--- config.mk ---
export PLATFORM = sky130hd
export DESIGN_NAME = jtag_master
export DESIGN_NICKNAME = d
export VERILOG_FILES = /design/src/rtl/jtag_master.sv
export SDC_FILE = /design/constraint.sdc
export NUM_CORES = 1
export LEC_CHECK = 0
export ABC_CLOCK_PERIOD_IN_PS = 4550
export BUFFER_PORTS_ARGS = -buffer_cell sky130_fd_sc_hd__buf_2
export CORE_AREA = 5 5 105 107
export CTS_CLUSTER_SIZE = 25
export DETAILED_ROUTE_END_ITERATION = 10
export DIE_AREA = 0 0 110 112
export PLACE_DENSITY = 0.89
export SYNTH_ARGS = -nofsm -noshare
export SYNTH_HDL_FRONTEND = slang
export SYNTH_SLANG_ARGS = --single-unit
--- constraint.sdc ---
create_clock -name clk -period 4.55 [get_ports clk]
set_clock_uncertainty 0.1 [all_clocks]
set_input_delay 0.455 -clock clk [delete_from_list [all_inputs] [get_ports clk]]
set_output_delay 0.455 -clock clk [all_outputs]
set_load 0.02 [all_outputs]
--- src/rtl/jtag_master.sv ---
`default_nettype none
// ============================================================================
//  Module   : jtag_master
//  Purpose  : Command-driven JTAG master. After reset it walks the TAP into
//             Run-Test/Idle. It then accepts one command at a time: TAP reset,
//             IR scan, DR scan or idle clocks. Each command ends with a
//             response word that holds the captured TDO bits.
//  Revision : 1.0 - initial release
// ----------------------------------------------------------------------------
//  Ports
//    clk          system clock, rising-edge active
//    rst_ni       asynchronous active-low reset
//    cmd_valid_i  command request
//    cmd_ready_o  command accept (high only in READY)
//    cmd_op_i     00 TAP reset, 01 IR scan, 10 DR scan, 11 idle clocks
//    cmd_len_i    scan length / idle count, 0 means 32
//    cmd_data_i   TDI bits, LSB first
//    rsp_valid_o  response available (high only in RESP)
//    rsp_ready_i  response consumed
//    rsp_data_o   captured TDO bits, right-justified
//    tck_o        JTAG clock toward the TAP
//    tms_o        JTAG mode select toward the TAP
//    tdi_o        JTAG data toward the TAP
//    td_i         TDO returned from the TAP
//    busy_o       tck pulses pending or running
// ============================================================================
module jtag_master #(
    parameter int CLK_DIV = 2
) (
    input  logic        clk,
    input  logic        rst_ni,
    input  logic        cmd_valid_i,
    output logic        cmd_ready_o,
    input  logic [1:0]  cmd_op_i,
    input  logic [4:0]  cmd_len_i,
    input  logic [31:0] cmd_data_i,
    output logic        rsp_valid_o,
    input  logic        rsp_ready_i,
    output logic [31:0] rsp_data_o,
    output logic        tck_o,
    output logic        tms_o,
    output logic        tdi_o,
    input  logic        td_i,
    output logic        busy_o
);

    localparam logic [1:0] OP_RESET = 2'b00;
    localparam logic [1:0] OP_IR    = 2'b01;
    localparam logic [1:0] OP_DR    = 2'b10;
    localparam logic [1:0] OP_IDLE  = 2'b11;

    // Terminal count of the divider; 8 bits cover CLK_DIV up to 255.
    localparam logic [7:0] DIV_LAST = 8'(CLK_DIV - 1);

    typedef enum logic [2:0] {
        INIT  = 3'd0,
        READY = 3'd1,
        PRE   = 3'd2,
        SHIFT = 3'd3,
        POST  = 3'd4,
        RESP  = 3'd5
    } state_t;

    state_t      state,   state_n, nstate;
    logic [5:0]  idx,     idx_n;      // pulse index inside the current state
    logic [7:0]  div_cnt, div_cnt_n;
    logic        launch,  launch_n;   // pulse at (state, idx) not yet driven
    logic        tck,     tck_n;
    logic        tms,     tms_n;
    logic        tdi,     tdi_n;
    logic [1:0]  op,      op_n;
    logic [5:0]  len,     len_n;      // 1..32
    logic [31:0] data,    data_n;
    logic [31:0] rsp,     rsp_n;

    // Number of tck pulses a state produces for a given op.
    function automatic logic [5:0] pulses_in(input state_t s, input logic [1:0] o,
                                             input logic [5:0] n);
        logic [5:0] r;
        r = 6'd0;
        case (s)
            INIT:  r = 6'd6;
            PRE: begin
                case (o)
                    OP_DR:    r = 6'd3;
                    OP_IR:    r = 6'd4;
                    OP_RESET: r = 6'd5;
                    default:  r = 6'd0;
                endcase
            end
            SHIFT: r = (o == OP_RESET) ? 6'd0 : n;
            POST: begin
                case (o)
                    OP_DR, OP_IR: r = 6'd2;
                    OP_RESET:     r = 6'd1;
                    default:      r = 6'd0;
                endcase
            end
            default: r = 6'd0;
        endcase
        return r;
    endfunction

    // TMS level for pulse i of state s.
    function automatic logic tms_at(input state_t s, input logic [1:0] o,
                                    input logic [5:0] n, input logic [5:0] i);
        logic t;
        t = 1'b0;
        case (s)
            INIT: t = (i < 6'd5);
            PRE: begin
                case (o)
                    OP_DR:    t = (i == 6'd0);
                    OP_IR:    t = (i < 6'd2);
                    OP_RESET: t = 1'b1;
                    default:  t = 1'b0;
                endcase
            end
            SHIFT:   t = (o != OP_IDLE) && (i == n - 6'd1);
            POST:    t = (o != OP_RESET) && (i == 6'd0);
            default: t = 1'b0;
        endcase
        return t;
    endfunction

    // TDI carries data only while shifting a scan.
    function automatic logic tdi_at(input state_t s, input logic [1:0] o,
                                    input logic [31:0] d, input logic [4:0] i);
        return (s == SHIFT) && (o == OP_DR || o == OP_IR) && d[i];
    endfunction

    // State that follows s once its pulses are done; states with no pulses
    // for this op are skipped so they cost no cycles.
    function automatic state_t next_stage(input state_t s, input logic [1:0] o,
                                          input logic [5:0] n);
        state_t r;
        case (s)
            INIT:    r = READY;
            PRE:     r = (pulses_in(SHIFT, o, n) != 6'd0) ? SHIFT : POST;
            SHIFT:   r = (pulses_in(POST, o, n) != 6'd0) ? POST : RESP;
            default: r = RESP;
        endcase
        return r;
    endfunction

    always_ff @(posedge clk or negedge rst_ni) begin
        if (!rst_ni) begin
            state   <= INIT;
            idx     <= 6'd0;
            div_cnt <= 8'd0;
            launch  <= 1'b1;
            tck     <= 1'b0;
            tms     <= 1'b1;
            tdi     <= 1'b0;
            op      <= 2'b00;
            len     <= 6'd0;
            data    <= 32'd0;
            rsp     <= 32'd0;
        end else begin
            state   <= state_n;
            idx     <= idx_n;
            div_cnt <= div_cnt_n;
            launch  <= launch_n;
            tck     <= tck_n;
            tms     <= tms_n;
            tdi     <= tdi_n;
            op      <= op_n;
            len     <= len_n;
            data    <= data_n;
            rsp     <= rsp_n;
        end
    end

    // Pulse timing: a launch edge drives TMS/TDI with tck low, tck rises
    // CLK_DIV edges later (TDO sampled there), and falls CLK_DIV edges after
    // that. The falling edge is also the launch edge of the next pulse.
    // Entry into a sequence (accept or reset) leaves one cycle before the
    // first launch.
    always_comb begin
        state_n   = state;
        idx_n     = idx;
        div_cnt_n = div_cnt;
        launch_n  = launch;
        tck_n     = tck;
        tms_n     = tms;
        tdi_n     = tdi;
        op_n      = op;
        len_n     = len;
        data_n    = data;
        rsp_n     = rsp;
        nstate    = state;

        case (state)
            READY: begin
                if (cmd_valid_i) begin
                    op_n      = cmd_op_i;
                    len_n     = (cmd_len_i == 5'd0) ? 6'd32 : {1'b0, cmd_len_i};
                    data_n    = cmd_data_i;
                    rsp_n     = 32'd0;
                    state_n   = (cmd_op_i == OP_IDLE) ? SHIFT : PRE;
                    idx_n     = 6'd0;
                    div_cnt_n = 8'd0;
                    launch_n  = 1'b1;
                end
            end
            RESP: begin
                if (rsp_ready_i) begin
                    state_n = READY;
                end
            end
            default: begin
                if (launch) begin
                    launch_n  = 1'b0;
                    tck_n     = 1'b0;
                    div_cnt_n = 8'd0;
                    tms_n     = tms_at(state, op, len, idx);
                    tdi_n     = tdi_at(state, op, data, idx[4:0]);
                end else if (div_cnt != DIV_LAST) begin
                    div_cnt_n = div_cnt + 8'd1;
                end else begin
                    div_cnt_n = 8'd0;
                    if (!tck) begin
                        tck_n = 1'b1;
                        if (state == SHIFT && (op == OP_DR || op == OP_IR)) begin
                            rsp_n[idx[4:0]] = td_i;
                        end
                    end else begin
                        tck_n = 1'b0;
                        if (idx + 6'd1 != pulses_in(state, op, len)) begin
                            nstate = state;
                            idx_n  = idx + 6'd1;
                        end else begin
                            nstate = next_stage(state, op, len);
                            idx_n  = 6'd0;
                        end
                        state_n = nstate;
                        if (nstate == READY || nstate == RESP) begin
                            // Sequence finished: TMS keeps its last level.
                            tdi_n = 1'b0;
                        end else begin
                            tms_n = tms_at(nstate, op, len, idx_n);
                            tdi_n = tdi_at(nstate, op, data, idx_n[4:0]);
                        end
                    end
                end
            end
        endcase
    end

    assign tck_o       = tck;
    assign tms_o       = tms;
    assign tdi_o       = tdi;
    assign cmd_ready_o = (state == READY);
    assign rsp_valid_o = (state == RESP);
    assign rsp_data_o  = rsp;
    assign busy_o      = !((state == READY) || (state == RESP));

endmodule
`default_nettype wire

After elaboration in Yosys (flattened, before gate mapping)
Cells that the tools add are included.

cells by class
  bitwise logic cells = 2
  magnitude comparators = 7
  muxes and demuxes = 80
  add/sub/neg operators = 3
  reductions and logical operators = 36
  eq/ne operators = 27

operator list
  operator                                             count
  two-way mux 6 bit                                    27
  two-way mux 32 bit                                   5
  one-hot mux 32 bit (2 select lines)                  1
  two-way mux 3 bit                                    11
  bitwise mux 32 bit                                   1
  two-way mux 8 bit                                    3
  one-hot mux 6 bit (4 select lines)                   1
  one-hot mux 3 bit (3 select lines)                   2
  two-way mux 1 bit                                    17
  one-hot mux 8 bit (2 select lines)                   1
  != test 2 bit, second input constant                 7
  equality test 3 x 2 -> 1 bit, second input constant  4
  equality test 3 bit, second input constant           4
  equality test 6 bit                                  2
  logical NOT 6 bit                                    2
  < comparator 5 x 6 -> 1 bit, second input constant   2
  < comparator 6 x 2 -> 1 bit, second input constant   2
  < comparator 6 x 3 -> 1 bit, second input constant   2
  one-hot mux 6 bit (2 select lines)                   1
  nonzero test 6 bit                                   2
  binary-select mux 1 bit (select 5 bit)               2
  AND reduction 5 bit                                  2
  logical AND 1 bit                                    9
  adder 8 x 1 -> 8 bit, second input constant          1
  29 further kinds                                     44

word-level totals
  logic and storage cells = 166
  output and inout port bits = 38
  register bits = 93
  bits of input ports = 44

Logic depth before layout (Yosys ltp)
  depth in word-level cells = 29
  mapped depth = 15
  depth with buffers taken out = 10

Worst setup path before layout
Ideal clock, no wire load.

  path kind = register to register
  start = register idx[0]
  end = register tdi (netlist: tdi_o)
  arrival time = 3644 ps
  required time = 4330 ps
  period minus slack after synthesis = 3864 ps
  setup slack = 686 ps
  buffers on the path = 4
  stages on the path, launching flop included = 12
  library setup time = 120 ps
  cells stage by stage = dfrtp_1 > buf_1 > buf_2 > clkbuf_1 > inv_1 > ha_1 > clkbuf_1 > mux4_2 > mux4_2 > o31ai_1 > nor3_1 > a31o_1

on the way
  longest elaborated chain between the ends = 14
  elaborated cells between the ends (all ways) = 27
  those cells by class = 1 x add/sub; 4 x eq/ne; 18 x mux; 4 x reduce/logical

ends and longest elaborated chain
  element                                                                                        RTL line  RTL
  from (decl)                                                                                    65        logic [5:0] idx, idx_n;
  from (signal assigned)                                                                         161       idx <= idx_n;
  adder 6 x 1 -> 6 bit                                                                           229, 231
  != test 6 bit                                                                                  229       if (idx + 6'd1 != pulses_in(state, op, len)) begin
  two-way mux 6 bit / two-way mux 3 bit (equally long branches)                                  229
  two-way mux 6 bit / two-way mux 3 bit (equally long branches)                                  222       if (!tck) begin
  two-way mux 6 bit / two-way mux 3 bit (equally long branches)                                  218       end else if (div_cnt != DIV_LAST) begin
  two-way mux 6 bit / two-way mux 3 bit (equally long branches)                                  212       if (launch) begin
  two-way mux 6 bit / two-way mux 3 bit (equally long branches)                                  193       case (state)
  binary-select mux 1 bit (select 5 bit) / equality test 3 x 2 -> 1 bit (equally long branches)  129       return (s == SHIFT) && (o == OP_DR || o == OP_IR) && d[i];
  two-way mux 1 bit (not written as such) / logical AND 1 bit (equally long branches)            129
  logical AND 1 bit                                                                              129
  two-way mux 1 bit                                                                              237       if (nstate == READY || nstate == RESP) begin
  two-way mux 1 bit                                                                              222
  two-way mux 1 bit                                                                              218
  two-way mux 1 bit (*)                                                                          212
  to (signal assigned)                                                                           166       tdi <= tdi_n;
  to (decl)                                                                                      70        logic tdi, tdi_n;

Mark *: on every way between the ends. The rest lies on a longest branch, timed or not. The select of a mux whose other input is x is not followed.
A chain may end at the register's enable or synchronous reset.

Worst setup path in the final report
  start = register state[0]
  end = output cmd_ready_o

on the way
  longest elaborated chain between the ends = 1

ends and longest elaborated chain
  element                       RTL line  RTL
  from (decl)                   64        state_t state, state_n, nstate;
  from (signal assigned)        160       state <= state_n;
  equality test 3 x 1 -> 1 bit  253       assign cmd_ready_o = (state == READY);
  to (decl)                     33        output logic cmd_ready_o,

No other way between the ends.

==> reports/qor.yml <==
synth:
  ys.flop_type: "dfrtp_1"
  synth_cell_types: 72
  synthTopCellsByArea: "dfrtp_1 (40%), o21ai_0 (8.1%), mux2_2 (6.9%)"
  yosys.area_share.simple: 0.139
  synth_xor_area_frac: 0.0453
  synthMuxAreaShare: 0.136
  netlist_instances: 582
  synth_fp_nets: 639
  async_reset_ff_frac: 1.00
  synth_compound_area_frac: 0.199
  syn_area_sq_um: 5680
  synth_top_area_share: 0.401
  synth_top_family_by_area: "compound AO/OA/AOI/OAI gates"
  ys_seq_area_frac: 0.410
  syn_area_per_cell_sq_um: 9.77
  synth_edf_count: 0
  yosysWarnings: 0
  synth_seq_cells: 93
  synth-adder-area-share: 0.0286
  yosys.area.top_type: "dfrtp_1"
layout:
  antennaDiodeCount: 0
  fillers: 806
  fin_area_sq_um: 6350
  final_cell_mix: "o21ai_0 (91), dfrtp_1 (91), buf_2 (80)"
  multi_input_area_sq_um: 3120
  stdcell_count: 788
  seqCellArea_sq_um: 2330
  area_growth_pct: 11.7
  final_nets: 704
  drive_above_1_share: 0.264
cts:
  htreeDepth: 3
  clkTransAtPathRegs_ns: 0.09
  cts_buffer_depth: 2
  clockRootBuffer: "clkbuf_8"
  clkSinkCount: 93
  post-cts-setup-buffers: 0
  clock_latency_ns: 0.37
  cts_buffers: 9
  cts-resized-gates: 0
  hold_buffers: 1
  cts_tree: "built"
sta:
  finalCriticalPeriod_ns: 3.78
  period_share: 0.831
  slew_violations: 0
  finalSetupViolCount: 0
  hold_viol: 0
  setup_tns_ns: 0
  relSlewSlack: 0.443
  hold_ws_ns: 0.210
  clock.fmax_mhz: 264
  layout_setup_ws_ns: 0.767
  worstMarginPinSlew_ns: 0.825
  rsz0062_at_grt: "false"
global_route:
  grt_pass1_wl_microns: 25700
  grt_pass1_vias: 4967
  antenna_found_initial: 0
  grt_max_degree: 53
  grt.overflow.total: 0
  grt_usage: 0.264
power_and_ir_drop:
  peakVddDrop_mv: 0.391
  powerDensity_nw_per_um2: 655
  cellLeakagePower_nw: 2.76
floorplanning:
  ios: 82
  core_area_sq_um: 10000
  die_area_sq_um: 12300
  dieWidth_microns: 110
  die_h_microns: 112
  rows: 37
  start_util: 0.566
detailed_routing:
  via_count: 5058
  drc: 0
  viasPerCell: 6.42
  totalWireLength_microns: 15500
  drt_iter0_markers: 571
  antenna_left: 0
  drtPass1Iterations: 5
  detail_route.wl_per_cell_microns: 19.7
worst_setup_path:
  critPathMaxFanout: 24
  r2r-start: "idx[1]$_DFFE_PN0P_"
  critPathKind: "reg2out"
  cp.required_ns: 3.99
  crit_start: "state[0]$_DFFE_PN0P_"
  arrival_ns: 3.23
  cp-end-kind: "primary output"
  start_kind: "flop"
run:
  maxCapViolations: 0
placement:
  gp_congestion: 1.03
  placed_area_sq_um: 6160
  place_inst: 771
  portBuffers: 81
  place_hpwl_microns: 11600
  pre_cts_slack_ns: 1.09
status:
  status: "complete, no violations"
worst_hold_path:
  min-delay-start: "cmd_len_i[0]"
  hold_class: "in2reg"
-- critical path, stage by stage, from the launching register on --
cell and delay [ns]:
dfrtp_1 0.66, inv_1 0.23, nor2_1 0.49, inv_1 0.35, or2_2 0.45, clkinv_1 0.41
buf_2 0.26
-- per-stage QoR --
| stage | util | total power, mW |
|---|---|---|
| global route | 0.632 | 4.42 |
| floorplan | - | 3.01 |
| CTS | 0.632 | 4.11 |
| global placement | 0.613 | 3.51 |
| finish | 0.632 | 4.16 |
| detailed placement | 0.613 | 3.59 |
-- final cells by class --
type / instances / share of cell area
multi-input cells: 434 / 0.492
flip-flops and latches: 93 / 0.367
repair buffers: 90 / 0.0753
well taps: 136 / 0.0268
clock buffers: 12 / 0.0229
inverters: 19 / 0.0112
clock inverters: 4 / 0.00512
-- registers in the layout, summed over array words and instances, names as in the netlist --
register	cells
len	6
idx	6
data	32
launch	1
rsp_data_o	32
state	3
tck_o	1
div_cnt	8
op	2
tms_o	1
tdi_o	1
-- routing by layer --
metal,up-vias,routed length [microns],global-route usage
li1,2279,-,-
met1,2421,6100,0.358
met2,296,7450,0.409
met3,62,1340,0.0528
met4,0,650,0.117
met5,-,0,0
-- worst paths after layout --
kind | endpoint | slack (ns) | cells after the start
setup / recovery | cmd_ready_o | 0.77 | 6
hold / removal | len[0]$_DFFE_PN0P_ | 0.21 | 3
setup reg to reg | tms_o$_DFFE_PN1P_ | 1.04 | 9
hold reg to reg | div_cnt[7]$_DFFE_PN0P_ | 0.41 | 1
max in group asynchronous | idx[1]$_DFFE_PN0P_ | 2.77 | 3
min in group asynchronous | op[1]$_DFFE_PN0P_ | 0.52 | 2
-- cell usage after synthesis, drive strengths merged, types with 8 or more instances --
cell type	n
dfrtp	91
nor2	34
inv	17
nand2	37
nor3	14
clkbuf	19
mux4	15
o21ai	97
xnor2	16
mux2	35
ha	13
nand3	21
a31oi	8
xor2	9
buf	17
a21oi	42
-- cell families after synthesis --
| kind of cell | after synthesis |
|---|---|
| AND/OR/NAND/NOR | 151 |
| AO/OA/AOI/OAI | 190 |
| adder cells (fa/ha/maj) | 13 |
| buffers and inverters | 55 |
| flip-flops | 93 |
| multiplexers | 54 |
| XOR/XNOR | 26 |
-- power by group --
part           switching (mW)  leakage (nW)  internal (mW)
combinational            1.24          1.47          0.988
sequential              0.332          1.21           1.07
clock                   0.305        0.0885          0.218
total                    1.88          2.76           2.28
(Power assumes the default switching activity.)
